[config.mk]
export PLATFORM = sky130hd
export DESIGN_NAME = mouse_send_byte
export DESIGN_NICKNAME = d
export VERILOG_FILES = /design/src/rtl/mouse_send_byte.sv
export SDC_FILE = /design/constraint.sdc
export NUM_CORES = 1
export LEC_CHECK = 0
export ABC_AREA = 1
export CAP_MARGIN = 20
export CORE_UTILIZATION = 60
export CTS_CLUSTER_SIZE = 20
export DETAILED_ROUTE_END_ITERATION = 10
export GPL_TIMING_DRIVEN = 0
export PLACE_DENSITY = 0.8
export SYNTH_ARGS = -nofsm -noshare
export SYNTH_HDL_FRONTEND = slang
export SYNTH_SLANG_ARGS = --single-unit
[constraint.sdc]
create_clock -name i_driver_clk -period 2.8 [get_ports i_driver_clk]
set_clock_uncertainty 0.2 [all_clocks]
set_input_delay 0.7 -clock i_driver_clk [delete_from_list [all_inputs] [get_ports i_driver_clk]]
set_output_delay 0.7 -clock i_driver_clk [all_outputs]
set_load 0.03 [all_outputs]
[src/rtl/mouse_send_byte.sv]
// rtl/mouse_send_byte.sv - PS/2 host-to-device command byte transmitter
//
// Runs the PS/2 request-to-send sequence, then shifts one command byte out to
// the mouse LSB-first with odd parity and stop, and samples the device ack.
// The pin-drive outputs are open-drain requests: 1 pulls the line low and
// 0 releases it. The tristate buffers are instantiated at the top level.
//
// Ports:
//   i_driver_clk      system clock, rising edge
//   rst               asynchronous active-high reset
//   i_byte[7:0]       command byte, captured when i_send is accepted
//   i_send            transmit request, accepted only while o_busy is low
//   o_busy            transfer in progress
//   i_mouse_clk       PS/2 clock pin level (asynchronous)
//   i_mouse_data      PS/2 data pin level (asynchronous)
//   o_mouse_clk_low   1 = pull PS/2 clock low
//   o_mouse_data_low  1 = pull PS/2 data low
//   o_done            1-cycle pulse: byte sent, device acked with 0
//   o_ack_err         1-cycle pulse: device ack bit read as 1
//   o_timeout         1-cycle pulse: device stopped clocking, transfer aborted

module mouse_send_byte #(
  parameter int CLK_INHIBIT_CYCLES = 5000,
  parameter int TIMEOUT_CYCLES     = 1000000
) (
  input  logic       i_driver_clk,
  input  logic       rst,
  input  logic [7:0] i_byte,
  input  logic       i_send,
  output logic       o_busy,
  input  logic       i_mouse_clk,
  input  logic       i_mouse_data,
  output logic       o_mouse_clk_low,
  output logic       o_mouse_data_low,
  output logic       o_done,
  output logic       o_ack_err,
  output logic       o_timeout
);

  localparam int IW = $clog2(CLK_INHIBIT_CYCLES + 1);
  localparam int TW = $clog2(TIMEOUT_CYCLES + 1);
  localparam logic [IW-1:0] INH_LAST = IW'(CLK_INHIBIT_CYCLES - 1);
  localparam logic [TW-1:0] TMO_LAST = TW'(TIMEOUT_CYCLES - 1);

  typedef enum logic [2:0] {
    IDLE,
    INHIBIT,
    REQ,
    SEND,
    ACK
  } state_t;

  state_t        state;
  logic          clk_meta;
  logic          sync_clk;
  logic          sync_clk_prev;
  logic          data_meta;
  logic          sync_data;
  logic          fe;
  logic [7:0]    shift_reg;
  logic          parity;
  logic [3:0]    bit_idx;
  logic [IW-1:0] inh_cnt;
  logic [TW-1:0] tmo_cnt;

  // Idle PS/2 lines are pulled high, so the synchronizers reset to 1 to avoid
  // a spurious falling edge right after reset.
  always_ff @(posedge i_driver_clk or posedge rst) begin
    if (rst) begin
      clk_meta      <= 1'b1;
      sync_clk      <= 1'b1;
      sync_clk_prev <= 1'b1;
      data_meta     <= 1'b1;
      sync_data     <= 1'b1;
    end else begin
      clk_meta      <= i_mouse_clk;
      sync_clk      <= clk_meta;
      sync_clk_prev <= sync_clk;
      data_meta     <= i_mouse_data;
      sync_data     <= data_meta;
    end
  end

  assign fe = sync_clk_prev & ~sync_clk;

  always_ff @(posedge i_driver_clk or posedge rst) begin
    if (rst) begin
      state            <= IDLE;
      o_busy           <= 1'b0;
      o_mouse_clk_low  <= 1'b0;
      o_mouse_data_low <= 1'b0;
      o_done           <= 1'b0;
      o_ack_err        <= 1'b0;
      o_timeout        <= 1'b0;
      shift_reg        <= 8'h00;
      parity           <= 1'b0;
      bit_idx          <= 4'd0;
      inh_cnt          <= '0;
      tmo_cnt          <= '0;
    end else begin
      o_done    <= 1'b0;
      o_ack_err <= 1'b0;
      o_timeout <= 1'b0;

      case (state)
        IDLE: begin
          o_mouse_clk_low  <= 1'b0;
          o_mouse_data_low <= 1'b0;
          if (i_send) begin
            shift_reg       <= i_byte;
            parity          <= ~^i_byte;
            inh_cnt         <= '0;
            o_busy          <= 1'b1;
            o_mouse_clk_low <= 1'b1;
            state           <= INHIBIT;
          end
        end

        INHIBIT: begin
          // Start bit goes low while the clock is still held for one more
          // cycle, so the device sees data low as soon as the clock releases.
          if (inh_cnt == INH_LAST) begin
            o_mouse_data_low <= 1'b1;
            state            <= REQ;
          end else begin
            inh_cnt <= inh_cnt + IW'(1);
          end
        end

        REQ: begin
          o_mouse_clk_low <= 1'b0;
          bit_idx         <= 4'd0;
          tmo_cnt         <= '0;
          state           <= SEND;
        end

        SEND: begin
          if (fe) begin
            tmo_cnt <= '0;
            bit_idx <= bit_idx + 4'd1;
            if (bit_idx < 4'd8) begin
              o_mouse_data_low <= ~shift_reg[0];
              shift_reg        <= {1'b0, shift_reg[7:1]};
            end else if (bit_idx == 4'd8) begin
              o_mouse_data_low <= ~parity;
            end else begin
              // Stop bit is a released (high) line.
              o_mouse_data_low <= 1'b0;
              state            <= ACK;
            end
          end else if (tmo_cnt == TMO_LAST) begin
            o_mouse_clk_low  <= 1'b0;
            o_mouse_data_low <= 1'b0;
            o_busy           <= 1'b0;
            o_timeout        <= 1'b1;
            state            <= IDLE;
          end else begin
            tmo_cnt <= tmo_cnt + TW'(1);
          end
        end

        ACK: begin
          if (fe) begin
            o_busy <= 1'b0;
            state  <= IDLE;
            if (sync_data) begin
              o_ack_err <= 1'b1;
            end else begin
              o_done <= 1'b1;
            end
          end else if (tmo_cnt == TMO_LAST) begin
            o_mouse_clk_low  <= 1'b0;
            o_mouse_data_low <= 1'b0;
            o_busy           <= 1'b0;
            o_timeout        <= 1'b1;
            state            <= IDLE;
          end else begin
            tmo_cnt <= tmo_cnt + TW'(1);
          end
        end

        default: begin
          o_mouse_clk_low  <= 1'b0;
          o_mouse_data_low <= 1'b0;
          o_busy           <= 1'b0;
          state            <= IDLE;
        end
      endcase
    end
  end

endmodule

==> results of run 1 <==
per-layer routing:
| metal | part of all wire | vias to the layer above |
|---|---|---|
| met4 | 0.025 | 0 |
| met2 | 0.49 | 133 |
| met1 | 0.43 | 1589 |
| met3 | 0.057 | 28 |
| li1 | - | 1691 |
| met5 | 0 | - |
cell type report:
type	instances	area (um^2)	share of cell area
clock buffers	10	137.6	0.03270
inverters	74	284.0	0.06748
plain buffers	6	48.80	0.01159
repair buffers	19	200.2	0.04756
flip-flops and latches	60	1508	0.3582
multi-input cells	363	1826	0.4337
well taps	75	93.84	0.02229
clock inverters	6	111.4	0.02646
per-stage QoR:
stage                     cell area, um^2  utilization  hold slack, ps  setup WS [ps]
after floorplan                      3666            -           145.2          423.6
after global placement               3940       0.6655           145.8         -635.6
after detailed placement             3960       0.6689           153.8          579.6
after CTS                            4209       0.7109           164.0          483.1
after global routing                 4209       0.7109           164.6          435.4
final                                4209       0.7109           162.3          487.3
cells by family after synthesis:
| logic type | synth area share |
|---|---|
| and+or+nand+nor | 0.3536 |
| xor gates and xnor gates | 0.03106 |
| DFF | 0.4113 |
| AOI/OAI and AO/OA | 0.09966 |
| buffers and inverters | 0.09078 |
| adders and majority gates | 0.01365 |
power by group through the flow:
stage	Clock (mW)	Sequential, mW	Combinational, mW
2_1_floorplan	0	1.20	0.888
3_3_place_gp	0	1.19	1.20
3_5_place_dp	0	1.20	1.25
4_1_cts	0.991	1.19	1.25
5_1_grt	1.03	1.21	1.41
6_report	0.982	1.19	1.25
cell usage in the layout (no fill, tap or decap), types with 2 or more instances in the layout:
cell type        instances
nand2_1                134
inv_1                   65
nor2_1                  57
dfrtp_1                 55
nand3_1                 41
o21ai_0                 21
clkdlybuf4s50_1         18
nor3_1                  15
nand4_1                 11
a21oi_1                 11
o21ai_1                 11
clkbuf_8                10
nand3_2                  9
o211ai_1                 8
xor2_1                   7
inv_2                    6
xnor2_1                  6
o22ai_1                  5
dfstp_2                  5
nor2_2                   4
nand2_2                  4
ha_1                     4
buf_2                    3
o2111ai_1                3
bufinv_16                3
nor2_4                   2
inv_4                    2
nand2_4                  2
clkinv_2                 2
path summary, 6_finish.rpt:
kind                               end  slack [ps]  depth (start not counted)
max                             o_busy         490                          1
min                          sync_data         160                          0
max reg2reg                   state[0]         630                          9
min reg2reg                  sync_data         160                          0
max in group asynchronous    sync_data        1290                          3
min in group asynchronous  inh_cnt[12]         480                          2
==> results by group, run 1 <==
Status
  – Status: finished, final reports clean

Floorplanning
  – Overall die height: 80.17 um
  – Core area: approximately 5900 um^2
  – Initial Utilization: 0.6192
  – Cell Rows: 28
  – DIE WIDTH: 80.17 um
  – Total Die Area: approximately 6400 um^2
  – Io pins: 19

Synthesis
  – Dominant cells by area after synthesis: dfrtp_1 (38%), nand2_1 (14%), inv_1 (6.8%)
  – Most instantiated cells after synthesis: nand2_1 (134), inv_1 (66), nor2_1 (57)
  – Yosys top cell area share: 0.3754
  – Mapped cell area: 3666 um^2
  – Primary FF master, synth: dfrtp_1
  – Synthesized instance count: approximately 500
  – Avg Inst Size Synth: between 7 and 8 um^2
  – Synthesis-stage register bit count: 60
  – Sequential area share after synthesis: 0.4113
  – Most common cell in the netlist: nand2_1
  – Post-synth ARST share: 1.000
  – Unique masters post-synth: 37
  – Yosys Warn Count: 0
  – EDFF count, synth: 0
  – Post-Syn Nets: 520
  – Leading area contributor after synthesis: dfrtp_1

Final layout
  – Final #Nets: 550
  – Inserted Diodes: 0
  – Synthesis-to-finish area growth: 14.81%
  – Layout Cells excl Fill: 613
  – Share of cells above drive strength 1: 0.1152
  – Max reg flops: 20
  – Filler instances: 458

Global routing
  – Initial antenna violation count: 0
  – Met3 Usage GRT: 0.04205
  – Vias in the first global route: 3296
  – Met2 GRT Util: 0.5068
  – GRT met1 Usage: 0.3653
  – Global route overflow: 0
  – First-pass GRT wire length: 14610 um
  – Gr usage total: 0.2958
  – Largest net degree at the start of global routing: approximately 40
  – Grt peak-use layer: met2

Timing
  – Final Hold Fails: 0
  – Min cycle time layout: 2313 ps
  – Setup violators final: 0
  – Period utilisation layout: 0.8260
  – Slew headroom: 0.5368
  – Unrepaired setup endpoints after global routing: no
  – Fmax achieved: 432.4 MHz
  – Setup TNS: 0 ps
  – Max Slew Vio Count: 0
  – Worst-Margin Slew: ~690 ps

Routing
  – Router iterations before antenna repair: 7
  – Iter 0 DRT Violations: around 350
  – DRC: 0
  – Detailed-route via count: 3441
  – Routed WL: 8679 um
  – Post-route ant nets: 0
  – Vias/cell: ~5.6
  – Drt wl/cell: 14.16 um

Setup path
  – Required @ worst endpoint: 1900 ps
  – Crit path from: o_busy
  – Top Family by Delay on Critical Path: buffers and inverters
  – R2R Path Start: tmo_cnt[0]
  – Critical path class: reg2out
  – Worst path slowest cell: clkdlybuf4s50_1
  – Crit path capture type: output pin
  – Slowest Stage Delay on Critical Path: 680 ps
  – Critical path fanouts, max: 3
  – Worst EP arrival: 1410 ps
  – Critical path startpoint category: register
  – CP Cell Sequence: clkdlybuf4s50_1
  – CP bufs+invs: 1

Power
  – Int Pwr: 2.077 mW
  – Clock Power Share: 0.286
  – Leakage power: 1.949 nW
  – Sequential power share: 0.348
  – Pwr dens: around 810 nW/um^2
  – VDD IR max: 0.0005137 V
  – Logic gate share of total power: 0.365
  – Net switching power figure: 1.351 mW
  – Switch share: 0.3941
  – Final Power: about 3.4 mW

Clocking
  – Hold buffer count at cts: 0
  – Postcts setup bufs: 0
  – Worst-Skew Late Latency: 350 ps
  – H-tree depth: 3
  – Clock buffer count from CTS: 9
  – Post-cts resize count: 0
  – Clk buf depth: 2
  – Root buf cell: clkbuf_8
  – CTS tree: done
  – Number of clock sinks: 60
  – Reg clk slew, reported paths: ~70 ps

Hold path
  – Hold Startpoint: data_meta
  – Worst Hold Class: reg2reg

Placed design
  – Placed cells: 597
  – Port Buffers: 18
  – RePlAce Congestion: 0.9745
  – DP HPWL: 6169 um

Job
  – Max Cap Viol: 0
(Power assumes the default switching activity.)
==> run 2, diff against run 1 <==
--- a/config.mk
+++ b/config.mk
@@ -7,11 +7,11 @@
 export LEC_CHECK = 0
 export ABC_AREA = 1
 export CAP_MARGIN = 20
-export CORE_UTILIZATION = 60
+export CORE_UTILIZATION = 54
 export CTS_CLUSTER_SIZE = 20
 export DETAILED_ROUTE_END_ITERATION = 10
 export GPL_TIMING_DRIVEN = 0
-export PLACE_DENSITY = 0.8
+export PLACE_DENSITY = 0.76
 export SYNTH_ARGS = -nofsm -noshare
 export SYNTH_HDL_FRONTEND = slang
 export SYNTH_SLANG_ARGS = --single-unit
==> constraint.sdc (replaced) <==
create_clock -name i_driver_clk -period 2.1 [get_ports i_driver_clk]
set_clock_uncertainty 0.2 [all_clocks]
set_input_delay 0.525 -clock i_driver_clk [delete_from_list [all_inputs] [get_ports i_driver_clk]]
set_output_delay 0.525 -clock i_driver_clk [all_outputs]
set_load 0.03 [all_outputs]
==> run 2 against run 1 <==
  * The flow now finishes with violations (design-rule violations)
  * Non-clock buffer count grew 2
  * Sequential share of layout area is 0.077 points lower
  * Total power up 28%
  * Sequential cell count is the same
  * Count of clock-buffer cells in the layout increased by 2
  * Global-route usage decreased by 4.2 points
==> results by group, run 2 (synthesized netlist as in run 1, its figures left out) <==
Setup path
  – R2R Path Start: inh_cnt[0]
  – CP Cell Sequence: clkdlybuf4s50_1
  – Slowest Stage Delay on Critical Path: 660 ps (-20 ps)
  – Worst path slowest cell: clkdlybuf4s50_1
  – FF-to-FF setup slack: 150 ps (-480 ps)
  – Critical path startpoint category: register
  – CP bufs+invs: 1 (unchanged)
  – Worst R2R Path Depth: 8 (-1)
  – Worst EP arrival: 1330 ps (-80 ps)
  – Top Family by Delay on Critical Path: buffers and inverters
  – R2r endpoint: inh_cnt[11]
  – Critical path fanouts, max: 1 (-2)
  – Required @ worst endpoint: 1370 ps (-530 ps)
  – Critical path class: reg2out
  – Crit path capture type: output pin

Routing
  – Post-route ant nets: 0 (unchanged)
  – Iter 0 DRT Violations: 168 (-52%)
  – Routed WL: 8317 um (-4.2%)
  – Vias/cell: 5.337 (-4.9%)
  – Router iterations before antenna repair: 7 (unchanged)
  – Detailed-route via count: 3293 (-4.3%)
  – DRC: 4 (+4)
  – Drt wl/cell: 13.48 um (-4.8%)

Timing
  – Worst-Margin Slew: 618.8 ps (-70.64 ps)
  – Fmax achieved: 487.0 MHz
  – Slew headroom: 0.5875 (+0.05063)
  – Final hold slack: 155.9 ps (-6.432 ps)
  – Max Slew Vio Count: 0 (unchanged)
  – Unrepaired setup endpoints after global routing: no
  – Final setup margin: 46.50 ps (-440.8 ps)
  – Period utilisation layout: 0.9779
  – Min cycle time layout: between 2000 and 2500 ps
  – Final Hold Fails: 0 (unchanged)
  – Setup TNS: 0 ps (unchanged)
  – Setup violators final: 0 (unchanged)

Floorplanning
  – Total Die Area: 7123 um^2 (+11%)
  – DIE WIDTH: 84.40 um (+5.3%)
  – Overall die height: 84.40 um (+5.3%)
  – Io pins: 19 (unchanged)
  – Core area: 6459 um^2 (+9.1%)
  – Initial Utilization: 0.5676 (-0.05158)
  – Cell Rows: 29 (+3.6%)

Power
  – Sequential power share: 0.361 (+0.013)
  – Final Power: 4.396 mW (+28%)
  – Switch share: 0.3994 (+0.005314)
  – Leakage power: 1.941 nW (-0.38%)
  – Int Pwr: 2.640 mW (+27%)
  – Pwr dens: 1041 nW/um^2 (+28%)
  – Clock Power Share: 0.266 (-0.020)
  – VDD IR max: 0.0008445 V (+64%)
  – Logic gate share of total power: 0.373 (+0.008)
  – Net switching power figure: 1.756 mW (+30%)

Final layout
  – Share of cells above drive strength 1: 0.1241 (+0.008832)
  – Final core utilization: 0.6536 (-0.05728)
  – Filler instances: 576 (+26%)
  – Most common cell after layout, fill and taps aside: nand2_1
  – Most frequent cells in the layout: nand2_1 (133), inv_1 (65), nor2_1 (57)
  – Reg area: 1509 um^2 (about the same)
  – Synthesis-to-finish area growth: 15.15%
  – Multi-input gate area: 1851 um^2 (+1.4%)
  – Max reg flops: 20 (unchanged)
  – Inserted Diodes: 0 (unchanged)
  – Final #Nets: 552 (+0.36%)
  – Post-Layout Inst Area: 4222 um^2 (+0.30%)
  – Layout Cells excl Fill: 617 (+0.65%)

Status
  – Failing checks: design-rule violations
  – Status: finished, violations left

Hold path
  – WHS Path Cells: 0 (unchanged)
  – Hold Startpoint: clk_meta
  – Worst Hold Class: reg2reg
  – Hold Path End: sync_clk

Global routing
  – Initial antenna violation count: 0 (unchanged)
  – Gr usage total: 0.2536 (-0.04222)
  – Largest net degree at the start of global routing: 43 (+4.9%)
  – Global route overflow: 0 (unchanged)
  – Vias in the first global route: 3187 (-3.3%)
  – First-pass GRT wire length: 14400 um (-1.4%)

Placed design
  – Post-placement setup slack: -33.04 ps (-612.6 ps)
  – RePlAce Congestion: 0.9400 (-3.5%)
  – Post-DP Area: 3966 um^2 (+0.16%)
  – DP HPWL: 6002 um (-2.7%)
  – Port Buffers: 18 (unchanged)
  – Placed cells: 599 (+0.34%)

Clocking
  – Clock buffer count from CTS: 9 (unchanged)
  – Clk buf depth: 2 (unchanged)
  – Hold buffer count at cts: 0 (unchanged)
  – Reg clk slew, reported paths: 80 ps (about the same)
  – Root buf cell: clkbuf_8
  – CTS tree: done
  – Number of clock sinks: 60 (unchanged)
  – Worst-Skew Late Latency: 340 ps (about the same)
  – H-tree depth: 3 (unchanged)

Job
  – Max Cap Viol: 0 (unchanged)
[run 2: layout make-up]
cell class / count / share of cell area
multi-input combinational: 363 / 0.4384
sequential: 60 / 0.3574
inverter: 74 / 0.06817
timing repair buffer: 21 / 0.05009
clock buffer: 12 / 0.03438
tap: 77 / 0.02282
clock inverter: 4 / 0.01719
buffer: 6 / 0.01156
[run 2: worst max-delay path by stage]
| stage | from | cells past startpoint | endpoint |
|---|---|---|---|
| after global routing | o_timeout | 1 | o_timeout |
| after detailed placement | sync_clk_prev | 9 | tmo_cnt[15] |
| after global placement | rst | 2 | tmo_cnt[0] |
| final | o_timeout | 1 | o_timeout |
| after floorplan | tmo_cnt[0] | 9 | o_mouse_clk_low |
| after CTS | o_timeout | 1 | o_timeout |
[run 2: what timing repair did]
item                                    in CTS  in global routing
pin swaps                                    0                  1
endpoints found under the hold margin        0                  0
gates resized for setup                      5                  5
setup buffers                                0                  2
endpoints found under the setup margin      15                 19
[run 2: metal layers]
metal | track usage | vias to the layer above | share of wire
li1 | - | 1687 | -
met2 | 0.4344 | 56 | 0.49
met3 | 0.05211 | 14 | 0.034
met4 | 0.08475 | 0 | 0.019
met5 | 0 | - | 0
met1 | 0.3225 | 1536 | 0.45
[run 2: power by group through the flow]
stage | logic, mW | clock network (mW) | registers (mW)
2_1_floorplan | 1.18 | 0 | 1.61
3_3_place_gp | 1.59 | 0 | 1.60
3_5_place_dp | 1.64 | 0 | 1.61
4_1_cts | 1.63 | 1.20 | 1.58
5_1_grt | 1.85 | 1.23 | 1.62
6_report | 1.64 | 1.17 | 1.59
==> run 3, diff against run 2 <==
--- a/config.mk
+++ b/config.mk
@@ -12,6 +12,7 @@
 export DETAILED_ROUTE_END_ITERATION = 10
 export GPL_TIMING_DRIVEN = 0
 export PLACE_DENSITY = 0.76
+export SKIP_LAST_GASP = 1
 export SYNTH_ARGS = -nofsm -noshare
 export SYNTH_HDL_FRONTEND = slang
 export SYNTH_SLANG_ARGS = --single-unit
==> results of run 3 <==
No change in the layout: final DEF, timing and power equal those of run 2.
